--- config.mk ---
export PLATFORM = sky130hd
export DESIGN_NAME = multiplicador_nb
export DESIGN_NICKNAME = d
export VERILOG_FILES = /design/src/rtl/mult_pkg.sv /design/src/rtl/rom_mult4.sv /design/src/rtl/multiplicador_nb.sv
export SDC_FILE = /design/constraint.sdc
export NUM_CORES = 1
export LEC_CHECK = 0
export ABC_AREA = 0
export CORE_MARGIN = 2
export CORE_UTILIZATION = 40
export CTS_CLUSTER_DIAMETER = 60
export DETAILED_ROUTE_END_ITERATION = 8
export PLACE_DENSITY = 0.58
export SYNTH_ARGS = -nofsm -noshare
export SYNTH_HDL_FRONTEND = slang
export SYNTH_HIERARCHICAL = 1
export SYNTH_SLANG_ARGS = --single-unit
--- constraint.sdc ---
create_clock -name CLK -period 4.2 [get_ports CLK]
set_input_delay 0.63 -clock CLK [delete_from_list [all_inputs] [get_ports CLK]]
set_output_delay 0.63 -clock CLK [all_outputs]
set_load 0.005 [all_outputs]
--- src/rtl/mult_pkg.sv ---
// Shared definitions for the nibble-serial multiplier.
// State encoding and digit width.
package mult_pkg;

  localparam int DIGIT_W = 4;

  typedef enum logic [1:0] {
    IDLE = 2'd0,
    MUL  = 2'd1,
    FIN  = 2'd2
  } state_t;

endpackage

--- src/rtl/rom_mult4.sv ---
// 4x4 -> 8-bit unsigned product table.
// Purely combinational; one digit pair per lookup.
module rom_mult4
  import mult_pkg::*;
(
  input  logic [DIGIT_W-1:0]   a_i,
  input  logic [DIGIT_W-1:0]   b_i,
  output logic [2*DIGIT_W-1:0] p_o
);

  // Table lookup expressed as a narrow product.
  always_comb begin
    p_o = {4'b0, a_i} * {4'b0, b_i};
  end

endmodule

--- src/rtl/multiplicador_nb.sv ---
// Sequential multiplier: one nibble pair per cycle.
// Signed mode works on magnitudes and fixes the sign at the end.
module multiplicador_nb
  import mult_pkg::*;
#(
  parameter int WIDTH = 8
) (
  input  logic               CLK,
  input  logic               RST,
  input  logic               START,
  input  logic               SIGNED_MODE,
  input  logic [WIDTH-1:0]   A,
  input  logic [WIDTH-1:0]   B,
  output logic               BUSY,
  output logic               DONE,
  output logic [2*WIDTH-1:0] RES
);

  localparam int K     = WIDTH / DIGIT_W;
  localparam int IW    = (K > 1) ? $clog2(K) : 1;
  localparam int ACC_W = 2 * WIDTH;
  localparam logic [IW-1:0] LAST = IW'(K - 1);

  state_t             state_q, state_d;
  logic [WIDTH-1:0]   a_q, a_d;
  logic [WIDTH-1:0]   b_q, b_d;
  logic               sign_q, sign_d;
  logic [ACC_W-1:0]   acc_q, acc_d;
  logic [IW-1:0]      i_q, i_d;
  logic [IW-1:0]      j_q, j_d;
  logic [ACC_W-1:0]   res_q, res_d;
  logic               done_q, done_d;

  logic [DIGIT_W-1:0]   dig_a;
  logic [DIGIT_W-1:0]   dig_b;
  logic [2*DIGIT_W-1:0] pp;
  logic [ACC_W-1:0]     term;

  assign dig_a = a_q[DIGIT_W*i_q +: DIGIT_W];
  assign dig_b = b_q[DIGIT_W*j_q +: DIGIT_W];

  rom_mult4 u_rom (
    .a_i (dig_a),
    .b_i (dig_b),
    .p_o (pp)
  );

  // Align the partial product to digit position i+j.
  always_comb begin
    term = ACC_W'(pp) << (DIGIT_W * (int'(i_q) + int'(j_q)));
  end

  // Next-state and datapath updates for IDLE/MUL/FIN.
  always_comb begin
    state_d = state_q;
    a_d     = a_q;
    b_d     = b_q;
    sign_d  = sign_q;
    acc_d   = acc_q;
    i_d     = i_q;
    j_d     = j_q;
    res_d   = res_q;
    done_d  = 1'b0;
    unique case (state_q)
      IDLE: begin
        if (START) begin
          a_d = (SIGNED_MODE && A[WIDTH-1]) ? -A : A;
          b_d = (SIGNED_MODE && B[WIDTH-1]) ? -B : B;
          sign_d  = SIGNED_MODE & (A[WIDTH-1] ^ B[WIDTH-1]);
          acc_d   = '0;
          i_d     = '0;
          j_d     = '0;
          state_d = MUL;
        end
      end
      MUL: begin
        acc_d = acc_q + term;
        if (j_q == LAST) begin
          j_d = '0;
          if (i_q == LAST) begin
            state_d = FIN;
          end else begin
            i_d = i_q + 1'b1;
          end
        end else begin
          j_d = j_q + 1'b1;
        end
      end
      FIN: begin
        res_d   = sign_q ? -acc_q : acc_q;
        done_d  = 1'b1;
        state_d = IDLE;
      end
      default: begin
        state_d = IDLE;
      end
    endcase
  end

  // State and datapath registers, cleared by async reset.
  always_ff @(posedge CLK or posedge RST) begin
    if (RST) begin
      state_q <= IDLE;
      a_q     <= '0;
      b_q     <= '0;
      sign_q  <= 1'b0;
      acc_q   <= '0;
      i_q     <= '0;
      j_q     <= '0;
      res_q   <= '0;
      done_q  <= 1'b0;
    end else begin
      state_q <= state_d;
      a_q     <= a_d;
      b_q     <= b_d;
      sign_q  <= sign_d;
      acc_q   <= acc_d;
      i_q     <= i_d;
      j_q     <= j_d;
      res_q   <= res_d;
      done_q  <= done_d;
    end
  end

  assign BUSY = (state_q != IDLE);
  assign DONE = done_q;
  assign RES  = res_q;

endmodule

; After elaboration in Yosys (flattened, before gate mapping)
; Cells that the tools add are included.
[word_totals]
elab_cells = 52
inputBits = 20
output_inout_bits = 18
reg_bits = 54
[op_classes]
n_mul = 1
n_reduce_logical = 9
n_bitwise = 2
muxes = 16
addsub = 7
n_eq_ne = 5
shift = 3
[ops]
columns = op, n
row1 = $mux W16, 2
row2 = $pmux W16 S2, 1
row3 = $add A16 B16 Y16, 1
row4 = $mux W8, 2
row5 = $neg A16 Y16, 1
row6 = $neg A8 Y8, 2
row7 = $shiftx A8 B4 Y4, 2
row8 = $shl A8 B4 Y16, 1
row9 = $mul A4 B4 Y8, 1
row10 = $mux W2, 3
row11 = $ne A2 B2 Y1 const B, 3
row12 = $reduce_and A3 Y1, 2
row13 = $mux W1, 5
row14 = $pmux W1 S2, 2
row15 = $pmux W2 S2, 1
row16 = $reduce_and A2 Y1, 2
row17 = $reduce_bool A2 Y1, 2
row18 = $add A1 B1 Y1 const B, 2
row19 = $add A1 B1 Y2, 1
row20 = $eq A2 B1 Y1 const B, 1
row21 = $eq A2 B2 Y1 const B, 1
row22 = $logic_and A1 B1 Y1, 2
row23 = $logic_not A2 Y1, 1
row24 = $and A1 B1 Y1, 1
row25 = $xor A1 B1 Y1, 1

; Longest topological paths before layout
; Gate-level depths: netlist of the first run.
[logic_depth]
word_depth = 5
mapped_depth = 20
ltp_nobuf = 18

; By module
; Netlist of the first run, hierarchy kept.
[by_module_without_submodules]
columns = module, seq_area_each_um2, n_inst, cells_per_inst, area_each_um2
row1 = multiplicador_nb, 1351.3, 1, 411, 3666.0
row2 = rom_mult4, 0.0, 1, 51, 447.9

; Worst setup path before layout of the first run
; Ideal clock, no wire load.
[synth_path]
path_type = flip-flop to flip-flop
startpoint = reg j_q
endpoint = reg acc_q[14]
setup_time_ns = 0.069
period_less_slack_ns = 4.567
path_buffers = 2
required_ns = 4.131
path_stages_with_launch = 20
arrival_ns = 4.498
slack_ns = -0.367
path_cell_list = dfrtp_1 -> clkbuf_1 -> mux2_2 -> nand2_1 -> fa_1 -> inv_1 -> fa_1 -> ha_1 -> a211oi_1 -> or4b_1 -> o2111ai_1 -> mux2i_1 -> nor2_1 -> ha_1 -> clkbuf_4 -> a21oi_1 -> o21ai_0 -> a221oi_2 -> or4b_1 -> nand3_1
[synth_between]
elab_chain_cells = 5
elab_cells_between_ends = 6
cone_classes = 2 x add/sub / 1 x mul / 2 x shift / 1 x mux
[synth_rtl]
columns = element, line_no
row1 = start: declaration, multiplicador_nb.sv:30  ; logic [IW-1:0] j_q, j_d;
row2 = start signal: assignment, multiplicador_nb.sv:119  ; j_q <= j_d;
row3 = $shiftx A8 B4 Y4, multiplicador_nb.sv:40  ; assign dig_b = b_q[DIGIT_W*j_q +: DIGIT_W];
row4 = via dig_b[2], multiplicador_nb.sv:35  ; logic [DIGIT_W-1:0] dig_b;
row5 = $mul A4 B4 Y8, rom_mult4.sv:13  ; p_o = {4'b0, a_i} * {4'b0, b_i};
row6 = via pp[7], multiplicador_nb.sv:36  ; logic [2*DIGIT_W-1:0] pp;
row7 = $shl A8 B4 Y16, multiplicador_nb.sv:50  ; term = ACC_W'(pp) << (DIGIT_W * (int'(i_q) + int'(j_q)));
row8 = $add A16 B16 Y16, multiplicador_nb.sv:77  ; acc_d = acc_q + term;
row9 = $pmux W16 S2, multiplicador_nb.sv:64  ; unique case (state_q)
row10 = end signal: assignment, multiplicador_nb.sv:107  ; acc_q <= '0;
row11 = end signal: assignment, multiplicador_nb.sv:117  ; acc_q <= acc_d;
row12 = end: declaration, multiplicador_nb.sv:28  ; logic [ACC_W-1:0] acc_q, acc_d;
; The timed path passes the listed nets, and every way through them passes these cells.
; A chain may end at the register's enable or synchronous reset.

; Worst setup path after layout of the first run
[layout_path]
startpoint = reg i_q
endpoint = reg acc_q[12]
[layout_between]
elab_chain_cells = 5
elab_cells_between_ends = 6
cone_classes = 2 x add/sub / 1 x mul / 2 x shift / 1 x mux
[layout_rtl]
columns = element, line_no
row1 = start: declaration, multiplicador_nb.sv:29  ; logic [IW-1:0] i_q, i_d;
row2 = start signal: assignment, multiplicador_nb.sv:118  ; i_q <= i_d;
row3 = $shiftx A8 B4 Y4, multiplicador_nb.sv:39  ; assign dig_a = a_q[DIGIT_W*i_q +: DIGIT_W];
row4 = via dig_a[2], multiplicador_nb.sv:34  ; logic [DIGIT_W-1:0] dig_a;
row5 = $mul A4 B4 Y8, rom_mult4.sv:13
row6 = via pp[7], multiplicador_nb.sv:36
row7 = $shl A8 B4 Y16, multiplicador_nb.sv:50
row8 = $add A16 B16 Y16, multiplicador_nb.sv:77
row9 = $pmux W16 S2, multiplicador_nb.sv:64
; The timed path passes the listed nets, and every way through them passes these cells.

==> reports/metrics.yaml, run 1 <==
post_layout_nonfiller_instances: 673
synth_ff_type: "sky130_fd_sc_hd__dfrtp_1"
run_status: "complete, but fails checks"
path_delay_family: "adder cells"
detail_route.wl_per_cell_um: 14.8
fin_skew_ns: 0.00703
worstSkewPairLatency_ns: 0.31
nets: 592
violations_in_the_final_reports: "setup timing"
core-area_mm2: 0.0101
final_design_area_no_fill_mm2: 0.00531
min_path_type: "reg -> reg"
p_sw_mw: 2.07
worstPathCellList: "mux2_4 -> nand2_2 -> fa_1 -> inv_2 -> fa_2 -> ha_4 -> a211oi_4 -> or4b_1 -> o2111ai_2 -> a22o_1 -> ha_4 -> nand4_1 -> buf_4 -> buf_4 -> a211oi_2 -> or3_1 -> a32o_1"
synth.avg_cell_area_um2: 8.90
clock_path_buffers: 2
postCtsHoldBufs: 0
final-setup-viol-count: 9
rows: 37
final_period_minus_worst_setup_slack_ns: 4.40
cpPeakStageDelay_ns: 0.52
portBuffers: 37
utilization_pct: 52.4
final_max_slew_viol_count: 0
floorplan.die_area_mm2: 0.0111
globalRoute.totalOverflow: 0
timing.fmax_ghz: 0.227
timing.final.hold_violations: 0
post-place-ws_ns: -0.440
cp_num_cells: 17
final.setup.worst_slack_ns: -0.201
power.sequential.fraction_pct: 20.5
drive_gt1_share_pct: 22.9
power_per_cell_area_mw_per_mm2: 882
comb_power_share_pct: 71.9
cts_root_buf: "sky130_fd_sc_hd__clkbuf_8"
die-height_um: 105
cp_max_fo: 5
power_frac_clock_pct: 7.6
worstPathRequired_ns: 4.41
cap_viol_max_count: 0
period_share_pct: 105
worst_ep_arrival_time_ns: 4.61
finalWeightedCongestion: 0.866
r2r.worst_path.cells: 17
nature_of_the_critical_path_endpoint: "register"
ys_seq_elements: 54
cts-buffers-inserted: 5
reg2reg_setup_slack_ns: -0.20
final_antenna_net_count: 0
tritoncts: "done"
synth_enable_flop_cells: 0
most_used_cells_in_the_layout_excluding_fill_and_tap_cells: "60 x sky130_fd_sc_hd__nand2_1, 52 x sky130_fd_sc_hd__dfrtp_1, 45 x sky130_fd_sc_hd__o21ai_0"
kind_of_launch_point_of_the_worst_setup_path: "register"
synth.cell_area_mm2: 0.00411
critical_path.slowest_cell: "sky130_fd_sc_hd__or4b_1"
initial_utilization_pct: 40.6
cts.htree.levels: 2
crit-reg2reg-capture: "acc_q[12]"
critPathKind: "reg -> reg"
mappedNetlistNets: 518
vias_per_cell: 5.22
worst_setup_path_endpoint: "acc_q[12]"
die_x_um: 105
detail_route.iter0.violations: 84
power.leakage_nw: 2.35
routed-via-count: 3513
first_global_vias: 3675
intPower_mw: 2.62
totalNegativeSetupSlack_ns: -0.967
detailed_placement_hpwl_mm: 7.87
critical_register_to_register_path_startpoint: "i_q"
cp-startpoint: "i_q"
syn-instance-count: 462
fillerInstances: 936
finalHoldWorstSlack_ns: 0.484
asyncSetResetFlopFracSynth_pct: 100
max-vdd-ir-drop_mv: 0.337
synth.yosys.warnings: 6
placed_area_mm2: 0.00492
swShare_pct: 44.1
residual_drc: 0
power.total_mw: 4.69
grt_first_pass_wirelength_mm: 16.9
totalWireLength_mm: 9.98
rsz0062_at_grt: "yes"
slew-limit-headroom_pct: 32.9
antenna_cells_inserted: 0
gr-usage-all-layers_pct: 18.7
tightestPinTransition_ns: 1.01
cts.reportedPaths.clkPinSlew_ns: 0.10
cts_sinks: 54
drtPass1Iterations: 4
place_inst: 655
flow.area_growth_from_synthesis_pct: 29.1
worstPathBufferInverterCount: 3
pin_count_of_the_biggest_net_entering_global_routing: 40
design.portCount: 38
part_of_the_yosys_area_used_for_sequential_elements_pct: 32.8
layout_commonest_cell: "sky130_fd_sc_hd__nand2_1"
antenna_violations_before_repair: 0
yosysUniqueCellTypes: 63
==> power groups by stage <==
| stage | sequential, mW | clock (mW) | combinational, mW |
|---|---|---|---|
| 6_report | 0.961 | 0.356 | 3.37 |
| 4_1_cts | 0.962 | 0.368 | 3.26 |
| 3_5_place_dp | 0.972 | 0 | 2.94 |
| 5_1_grt | 0.998 | 0.390 | 3.71 |
| 2_1_floorplan | 0.888 | 0 | 2.07 |
| 3_3_place_gp | 0.962 | 0 | 2.89 |
==> area by class of cell <==
class / instances / area (um^2) / share of cell area [%]
multi-input cells: 369 / 2840 / 53.4
flip-flops and latches: 54 / 1350 / 25.5
repair buffers: 87 / 768 / 14.5
well taps: 136 / 170 / 3.20
clock buffers: 6 / 72.6 / 1.37
inverters: 19 / 71.3 / 1.34
clock inverters: 2 / 37.5 / 0.707
==> flip-flops by register name, summed over array words and instances (netlist names) <==
register,flops
acc_q,16
DONE,1
j_q,1
i_q,1
sign_q,1
a_q,8
b_q,8
state_q,2
RES,16
==> cells in the mapped netlist, drive strengths merged, types with 3 or more instances <==
master / number / area [um^2]
o31ai: 8 / 78.8
fa: 5 / 100
buf: 4 / 31.3
o211ai: 3 / 22.5
a21o: 4 / 31.3
xor2: 21 / 184
o21ai: 53 / 265
clkbuf: 16 / 76.3
o21bai: 3 / 22.5
nand4: 4 / 25.0
xnor2: 17 / 149
nor2: 29 / 116
nand2: 63 / 236
ha: 31 / 388
nor2b: 4 / 32.5
dfrtp: 54 / 1350
a211oi: 4 / 30.0
nand3: 17 / 85.1
a21oi: 16 / 80.1
a22o: 6 / 52.6
and2: 17 / 106
mux2: 8 / 90.1
inv: 19 / 71.3
or3: 7 / 53.8
nand2b: 4 / 25.0
mux2i: 9 / 90.1
a31oi: 3 / 18.8
nor3b: 4 / 30.0
==> per-layer routing <==
layer	share of wire, %	routed length [um]	track usage (%)
met4	2.2	216	6.48
met1	41	4050	20.3
met3	2.2	219	2.41
met5	0	0	0
met2	55	5500	36.7
==> worst min-delay path: cells and delay by family (launching register included) <==
kind               cells  cell delay, ns
AOI/OAI and AO/OA      1            0.06
and+or+nand+nor        1            0.05
DFF                    1            0.35
==> worst min path at each step <==
| stage | endpoint | startpoint | slack (ns) | depth (start not counted) |
|---|---|---|---|---|
| detailed placement | a_q[7] | a_q[7] | 0.47 | 2 |
| CTS | a_q[7] | a_q[7] | 0.49 | 2 |
| finish | RES[3] | RES[3] | 0.48 | 2 |
| global placement | b_q[4] | b_q[4] | 0.46 | 2 |
| global route | b_q[6] | b_q[6] | 0.52 | 2 |
| floorplan | a_q[7] | a_q[7] | 0.44 | 2 |
==> what timing repair did <==
item                       4_1_cts  5_1_grt
pin swaps                       23       11
setup buffers                    8        2
gates resized for setup         28       15
setup endpoints to repair       10       10
==> kinds of logic (layout without fill, tap and decap cells) <==
family | Yosys count | in the layout | synth area share (%)
DFF | 54 | 54 | 32.8
and+or+nand+nor | 160 | 160 | 19.4
xor gates and xnor gates | 38 | 38 | 8.09
buffers and inverters | 39 | 114 | 4.35
muxes | 17 | 17 | 4.38
adders and majority gates | 36 | 36 | 11.9
AOI/OAI and AO/OA | 118 | 118 | 19.0
Power figures use the tool's default switching activity.
==> run 2: changes to the inputs <==
ABC_CLOCK_PERIOD_IN_PS = 4200   (was unset)
CORE_UTILIZATION = 50   (was 40)
PLACE_DENSITY = 0.71   (was 0.58)
==> reports/metrics.yaml, run 2 (synthesized netlist as in run 1, its figures left out) <==
cp_num_cells: 18
antenna_violations_before_repair: 0
critical_register_to_register_path_startpoint: "i_q"
nature_of_the_critical_path_endpoint: "register"
power_per_cell_area_mw_per_mm2: 916
cap_viol_max_count: 0
rows: 33
die_x_um: 94.7
clock_path_buffers: 2
timing.final.hold_violations: 0
cts_sinks: 54
place_inst: 622
nets: 590
post_layout_nonfiller_instances: 640
violations_in_the_final_reports: "setup timing"
critPathKind: "reg -> reg"
grt_first_pass_wirelength_mm: 17.0
portBuffers: 37
timing.fmax_ghz: 0.225
worst_setup_path_endpoint: "acc_q[12]"
finalWeightedCongestion: 0.849
detail_route.iter0.violations: 105
worstPathRequired_ns: 4.42
worstSkewPairLatency_ns: 0.32
most_used_cells_in_the_layout_excluding_fill_and_tap_cells: "61 x sky130_fd_sc_hd__nand2_1, 52 x sky130_fd_sc_hd__dfrtp_1, 44 x sky130_fd_sc_hd__buf_4"
layout_commonest_cell: "sky130_fd_sc_hd__nand2_1"
max-vdd-ir-drop_mv: 0.359
final-setup-viol-count: 9
antenna_cells_inserted: 0
cts-buffers-inserted: 5
fin_skew_ns: 0.00505
drive_gt1_share_pct: 22.4
final.setup.worst_slack_ns: -0.247
core-area_mm2: 0.00809
final_period_minus_worst_setup_slack_ns: 4.45
cp_max_fo: 5
routed-via-count: 3496
pin_count_of_the_biggest_net_entering_global_routing: 40
run_status: "complete, but fails checks"
floorplan.die_area_mm2: 0.00897
worstPathCellList: "mux2_4 -> nand2_2 -> fa_1 -> inv_1 -> fa_2 -> fa_2 -> a21o_2 -> a21oi_2 -> xnor2_1 -> mux2i_1 -> nor2_1 -> ha_1 -> o21a_1 -> buf_6 -> o31ai_4 -> a211oi_2 -> or3_1 -> a32o_1"
power.leakage_nw: 2.36
globalRoute.totalOverflow: 0
period_share_pct: 106
final_max_slew_viol_count: 0
totalNegativeSetupSlack_ns: -1.28
slew-limit-headroom_pct: 20.6
critical_path.slowest_cell: "sky130_fd_sc_hd__dfrtp_2"
r2r.worst_path.cells: 18
die-height_um: 94.7
gr-usage-all-layers_pct: 24.0
drtPass1Iterations: 4
residual_drc: 0
initial_utilization_pct: 50.8
cp-startpoint: "i_q"
flow.area_growth_from_synthesis_pct: 28.0
min_path_type: "reg -> reg"
cts_root_buf: "sky130_fd_sc_hd__clkbuf_8"
totalWireLength_mm: 10.1
final_antenna_net_count: 0
crit-reg2reg-capture: "acc_q[12]"
cts.reportedPaths.clkPinSlew_ns: 0.11
worstPathBufferInverterCount: 2
tritoncts: "done"
design.portCount: 38
cpPeakStageDelay_ns: 0.47
rsz0062_at_grt: "yes"
cts.htree.levels: 2
postCtsHoldBufs: 0
tightestPinTransition_ns: 1.19
worst_ep_arrival_time_ns: 4.66
kind_of_launch_point_of_the_worst_setup_path: "register"
reg2reg_setup_slack_ns: -0.25
detailed_placement_hpwl_mm: 7.67
path_delay_family: "adder cells"
detail_route.wl_per_cell_um: 15.8
cp_most_frequent_cell: "sky130_fd_sc_hd__fa_2"
vias_per_cell: 5.46
fillerInstances: 700
first_global_vias: 3603
-- run 2: changes by cell type in the layout (fill, tap and decap cells not counted), moves of 2 or more --
cell | previous run | this run
sky130_fd_sc_hd__buf_6 | 6 | 4
sky130_fd_sc_hd__a21oi_2 | 8 | 5
sky130_fd_sc_hd__o21ai_1 | 4 | 10
sky130_fd_sc_hd__o21ai_0 | 45 | 40
sky130_fd_sc_hd__o21ai_2 | 4 | 2
sky130_fd_sc_hd__a21oi_4 | 0 | 2
-- run 2: area by class of cell --
type	count	area, um^2	area share (%)
clock buffers	6	82.6	1.57
clock inverters	2	38.8	0.737
inverters	19	71.3	1.35
multi-input cells	369	2840	54.0
flip-flops and latches	54	1350	25.7
well taps	105	131	2.49
repair buffers	85	746	14.2
-- run 2: timing repair --
| action | 4_1_cts | 5_1_grt |
|---|---|---|
| setup endpoints to repair | 9 | 11 |
| pin swaps | 13 | 7 |
| gates resized for setup | 30 | 14 |
| hold endpoints to repair | 0 | 0 |
| setup buffers | 6 | 4 |
-- run 2: how the worst min path moves through the flow --
stage | cells after the start | slack, ns | end | startpoint
detailed placement | 2 | 0.47 | a_q[3] | a_q[3]
global route | 2 | 0.51 | b_q[4] | b_q[4]
finish | 2 | 0.48 | a_q[3] | a_q[3]
floorplan | 2 | 0.44 | a_q[7] | a_q[7]
global placement | 2 | 0.45 | a_q[7] | a_q[7]
CTS | 2 | 0.49 | b_q[0] | b_q[0]
-- run 2: through the flow --
step / power, mW / setup slack (ns) / instance area (um^2) / utilization (%) / hold WS, ns
finish: 4.82 / -0.247 / 5270 / 65.1 / 0.483
global route: 5.22 / -0.400 / 5270 / 65.1 / 0.513
detailed placement: 3.94 / -0.243 / 4860 / 60.1 / 0.466
CTS: 4.61 / -0.155 / 5180 / 64.1 / 0.490
global placement: 3.86 / -0.205 / 4860 / 60.1 / 0.453
floorplan: 2.96 / -0.0954 / 4210 / - / 0.440
-- run 2: power breakdown --
| group | total [mW] | internal (mW) | switching [mW] |
|---|---|---|---|
| Clock | 0.389 | 0.197 | 0.192 |
| Sequential | 0.953 | 0.739 | 0.214 |
| Combinational | 3.48 | 1.76 | 1.72 |
-- run 2: per-layer routing --
metal,up-vias,GRT usage [%],share of wire [%]
li1,1766,-,-
met1,1641,27.1,42
met2,66,46.3,53
met3,23,3.19,2.8
met4,0,7.61,2.5
met5,-,0,0
-- run 2: worst reg2reg max path, stage by stage, from the launching register on --
cell and delay [ns]:
sky130_fd_sc_hd__dfrtp_2 0.47, sky130_fd_sc_hd__mux2_4 0.34, sky130_fd_sc_hd__nand2_2 0.08, sky130_fd_sc_hd__fa_1 0.40
sky130_fd_sc_hd__inv_1 0.08, sky130_fd_sc_hd__fa_2 0.47, sky130_fd_sc_hd__fa_2 0.36, sky130_fd_sc_hd__a21o_2 0.23
sky130_fd_sc_hd__a21oi_2 0.14, sky130_fd_sc_hd__xnor2_1 0.14, sky130_fd_sc_hd__mux2i_1 0.13, sky130_fd_sc_hd__nor2_1 0.20
sky130_fd_sc_hd__ha_1 0.31, sky130_fd_sc_hd__o21a_1 0.15, sky130_fd_sc_hd__buf_6 0.12, sky130_fd_sc_hd__o31ai_4 0.06
sky130_fd_sc_hd__a211oi_2 0.11, sky130_fd_sc_hd__or3_1 0.31, sky130_fd_sc_hd__a32o_1 0.25
==> run 3: changes to the inputs <==
SLEW_MARGIN = 20   (was unset)
==> reports/metrics.yaml, run 3 (synthesized netlist as in run 1, its figures left out) <==
final-setup-viol-count: 9
most_used_cells_in_the_layout_excluding_fill_and_tap_cells: "60 x sky130_fd_sc_hd__nand2_1, 52 x sky130_fd_sc_hd__dfrtp_1, 43 x sky130_fd_sc_hd__buf_4"
totalNegativeSetupSlack_ns: -0.843
max-vdd-ir-drop_mv: 0.401
final_antenna_net_count: 0
fillerInstances: 675
period_share_pct: 106
run_status: "complete, but fails checks"
timing.final.hold_violations: 0
min_path_type: "reg -> reg"
crit-reg2reg-capture: "acc_q[12]"
design.portCount: 38
residual_drc: 0
utilization_pct: 66.6
drtPass1Iterations: 4
cp_max_fo: 5
antenna_cells_inserted: 0
power_per_cell_area_mw_per_mm2: 919
worst_ep_arrival_time_ns: 4.65
clock_path_buffers: 2
antenna_violations_before_repair: 0
final.setup.worst_slack_ns: -0.245
slew-limit-headroom_pct: 33.9
detail_route.wl_per_cell_um: 15.7
die-height_um: 94.7
cts-buffers-inserted: 5
worstSkewPairLatency_ns: 0.31
tightestPinTransition_ns: 0.992
pin_count_of_the_biggest_net_entering_global_routing: 40
cp-startpoint: "i_q"
initial_utilization_pct: 50.8
cts_sinks: 54
worstPathCellList: "mux2_4 -> nand2_1 -> fa_1 -> inv_1 -> fa_2 -> fa_2 -> a21o_2 -> a21oi_2 -> xnor2_1 -> mux2i_1 -> nor2_2 -> ha_4 -> o21a_1 -> buf_6 -> o31ai_4 -> a211oi_2 -> or3_1 -> a32o_1"
critical_path.slowest_cell: "sky130_fd_sc_hd__dfrtp_2"
critical_register_to_register_path_startpoint: "i_q"
final_period_minus_worst_setup_slack_ns: 4.44
nets: 594
totalWireLength_mm: 10.1
finalHoldWorstSlack_ns: 0.483
final_max_slew_viol_count: 0
drive_gt1_share_pct: 24.5
portBuffers: 37
cpPeakStageDelay_ns: 0.48
r2r.worst_path.cells: 18
vias_per_cell: 5.48
violations_in_the_final_reports: "setup timing"
cts.reportedPaths.clkPinSlew_ns: 0.11
finalWeightedCongestion: 0.849
core-area_mm2: 0.00809
reg2reg_setup_slack_ns: -0.24
flow.area_growth_from_synthesis_pct: 31.0
globalRoute.totalOverflow: 0
cts.htree.levels: 2
grt_first_pass_wirelength_mm: 16.9
cts_root_buf: "sky130_fd_sc_hd__clkbuf_8"
gr-usage-all-layers_pct: 23.9
routed-via-count: 3530
tritoncts: "done"
worst_setup_path_endpoint: "acc_q[12]"
floorplan.die_area_mm2: 0.00897
kind_of_launch_point_of_the_worst_setup_path: "register"
detail_route.iter0.violations: 120
critPathKind: "reg -> reg"
cp_most_frequent_cell: "sky130_fd_sc_hd__fa_2"
rows: 33
first_global_vias: 3612
worstPathRequired_ns: 4.40
nature_of_the_critical_path_endpoint: "register"
power.leakage_nw: 2.40
postCtsHoldBufs: 0
rsz0062_at_grt: "yes"
timing.fmax_ghz: 0.225
cap_viol_max_count: 0
detailed_placement_hpwl_mm: 7.67
layout_commonest_cell: "sky130_fd_sc_hd__nand2_1"
fin_skew_ns: 0.00833
die_x_um: 94.7
-- run 3: stage by stage --
stage	total power, mW	instance area [um^2]	setup slack (ns)	instances
global placement	3.86	4860	-0.205	622
CTS	4.60	5190	-0.142	636
detailed placement	3.94	4870	-0.242	622
global route	5.35	5390	-0.364	644
finish	4.95	5390	-0.245	644
floorplan	2.96	4210	-0.0954	462
-- run 3: layout make-up --
class | count | area, um^2 | area share, %
repair buffers | 89 | 795 | 14.7
inverters | 19 | 71.3 | 1.32
clock buffers | 6 | 82.6 | 1.53
flip-flops and latches | 54 | 1350 | 25.1
multi-input cells | 369 | 2920 | 54.1
well taps | 105 | 131 | 2.44
clock inverters | 2 | 38.8 | 0.720
-- run 3: worst max-delay path, delay by kind of cell (launching register included) --
kind	cells	cell delay, ns
flip-flops	1	0.48
XOR/XNOR	1	0.14
multiplexers	2	0.47
AO/OA/AOI/OAI	6	0.93
adder cells (fa/ha/maj)	4	1.49
buffers and inverters	2	0.21
AND/OR/NAND/NOR	3	0.63
-- run 3: routing by layer --
layer | track usage, % | part of all wire (%)
met1 | 27.5 | 42
met2 | 45.0 | 54
met4 | 8.33 | 1.6
met5 | 0 | 0
met3 | 3.03 | 2.5
-- run 3: timing repair --
action / in CTS / in global routing
setup buffers: 7 / 10
resized for setup: 30 / 31
setup endpoints to repair: 9 / 11
pin swaps: 14 / 26
cloned: 0 / 0
-- run 3: worst min path at each step --
stage                start      to  cells after the start
finish              a_q[3]  a_q[3]                      2
global route        b_q[4]  b_q[4]                      2
CTS                 a_q[3]  a_q[3]                      2
detailed placement  a_q[3]  a_q[3]                      2
global placement    a_q[7]  a_q[7]                      2
floorplan           a_q[7]  a_q[7]                      2
-- run 3: where the power goes --
part | internal, mW | leakage [nW] | switching (mW) | total, mW
sequential | 0.739 | 0.693 | 0.218 | 0.956
combinational | 1.85 | 1.64 | 1.77 | 3.61
clock | 0.197 | 0.0618 | 0.188 | 0.385
total | 2.78 | 2.40 | 2.17 | 4.95
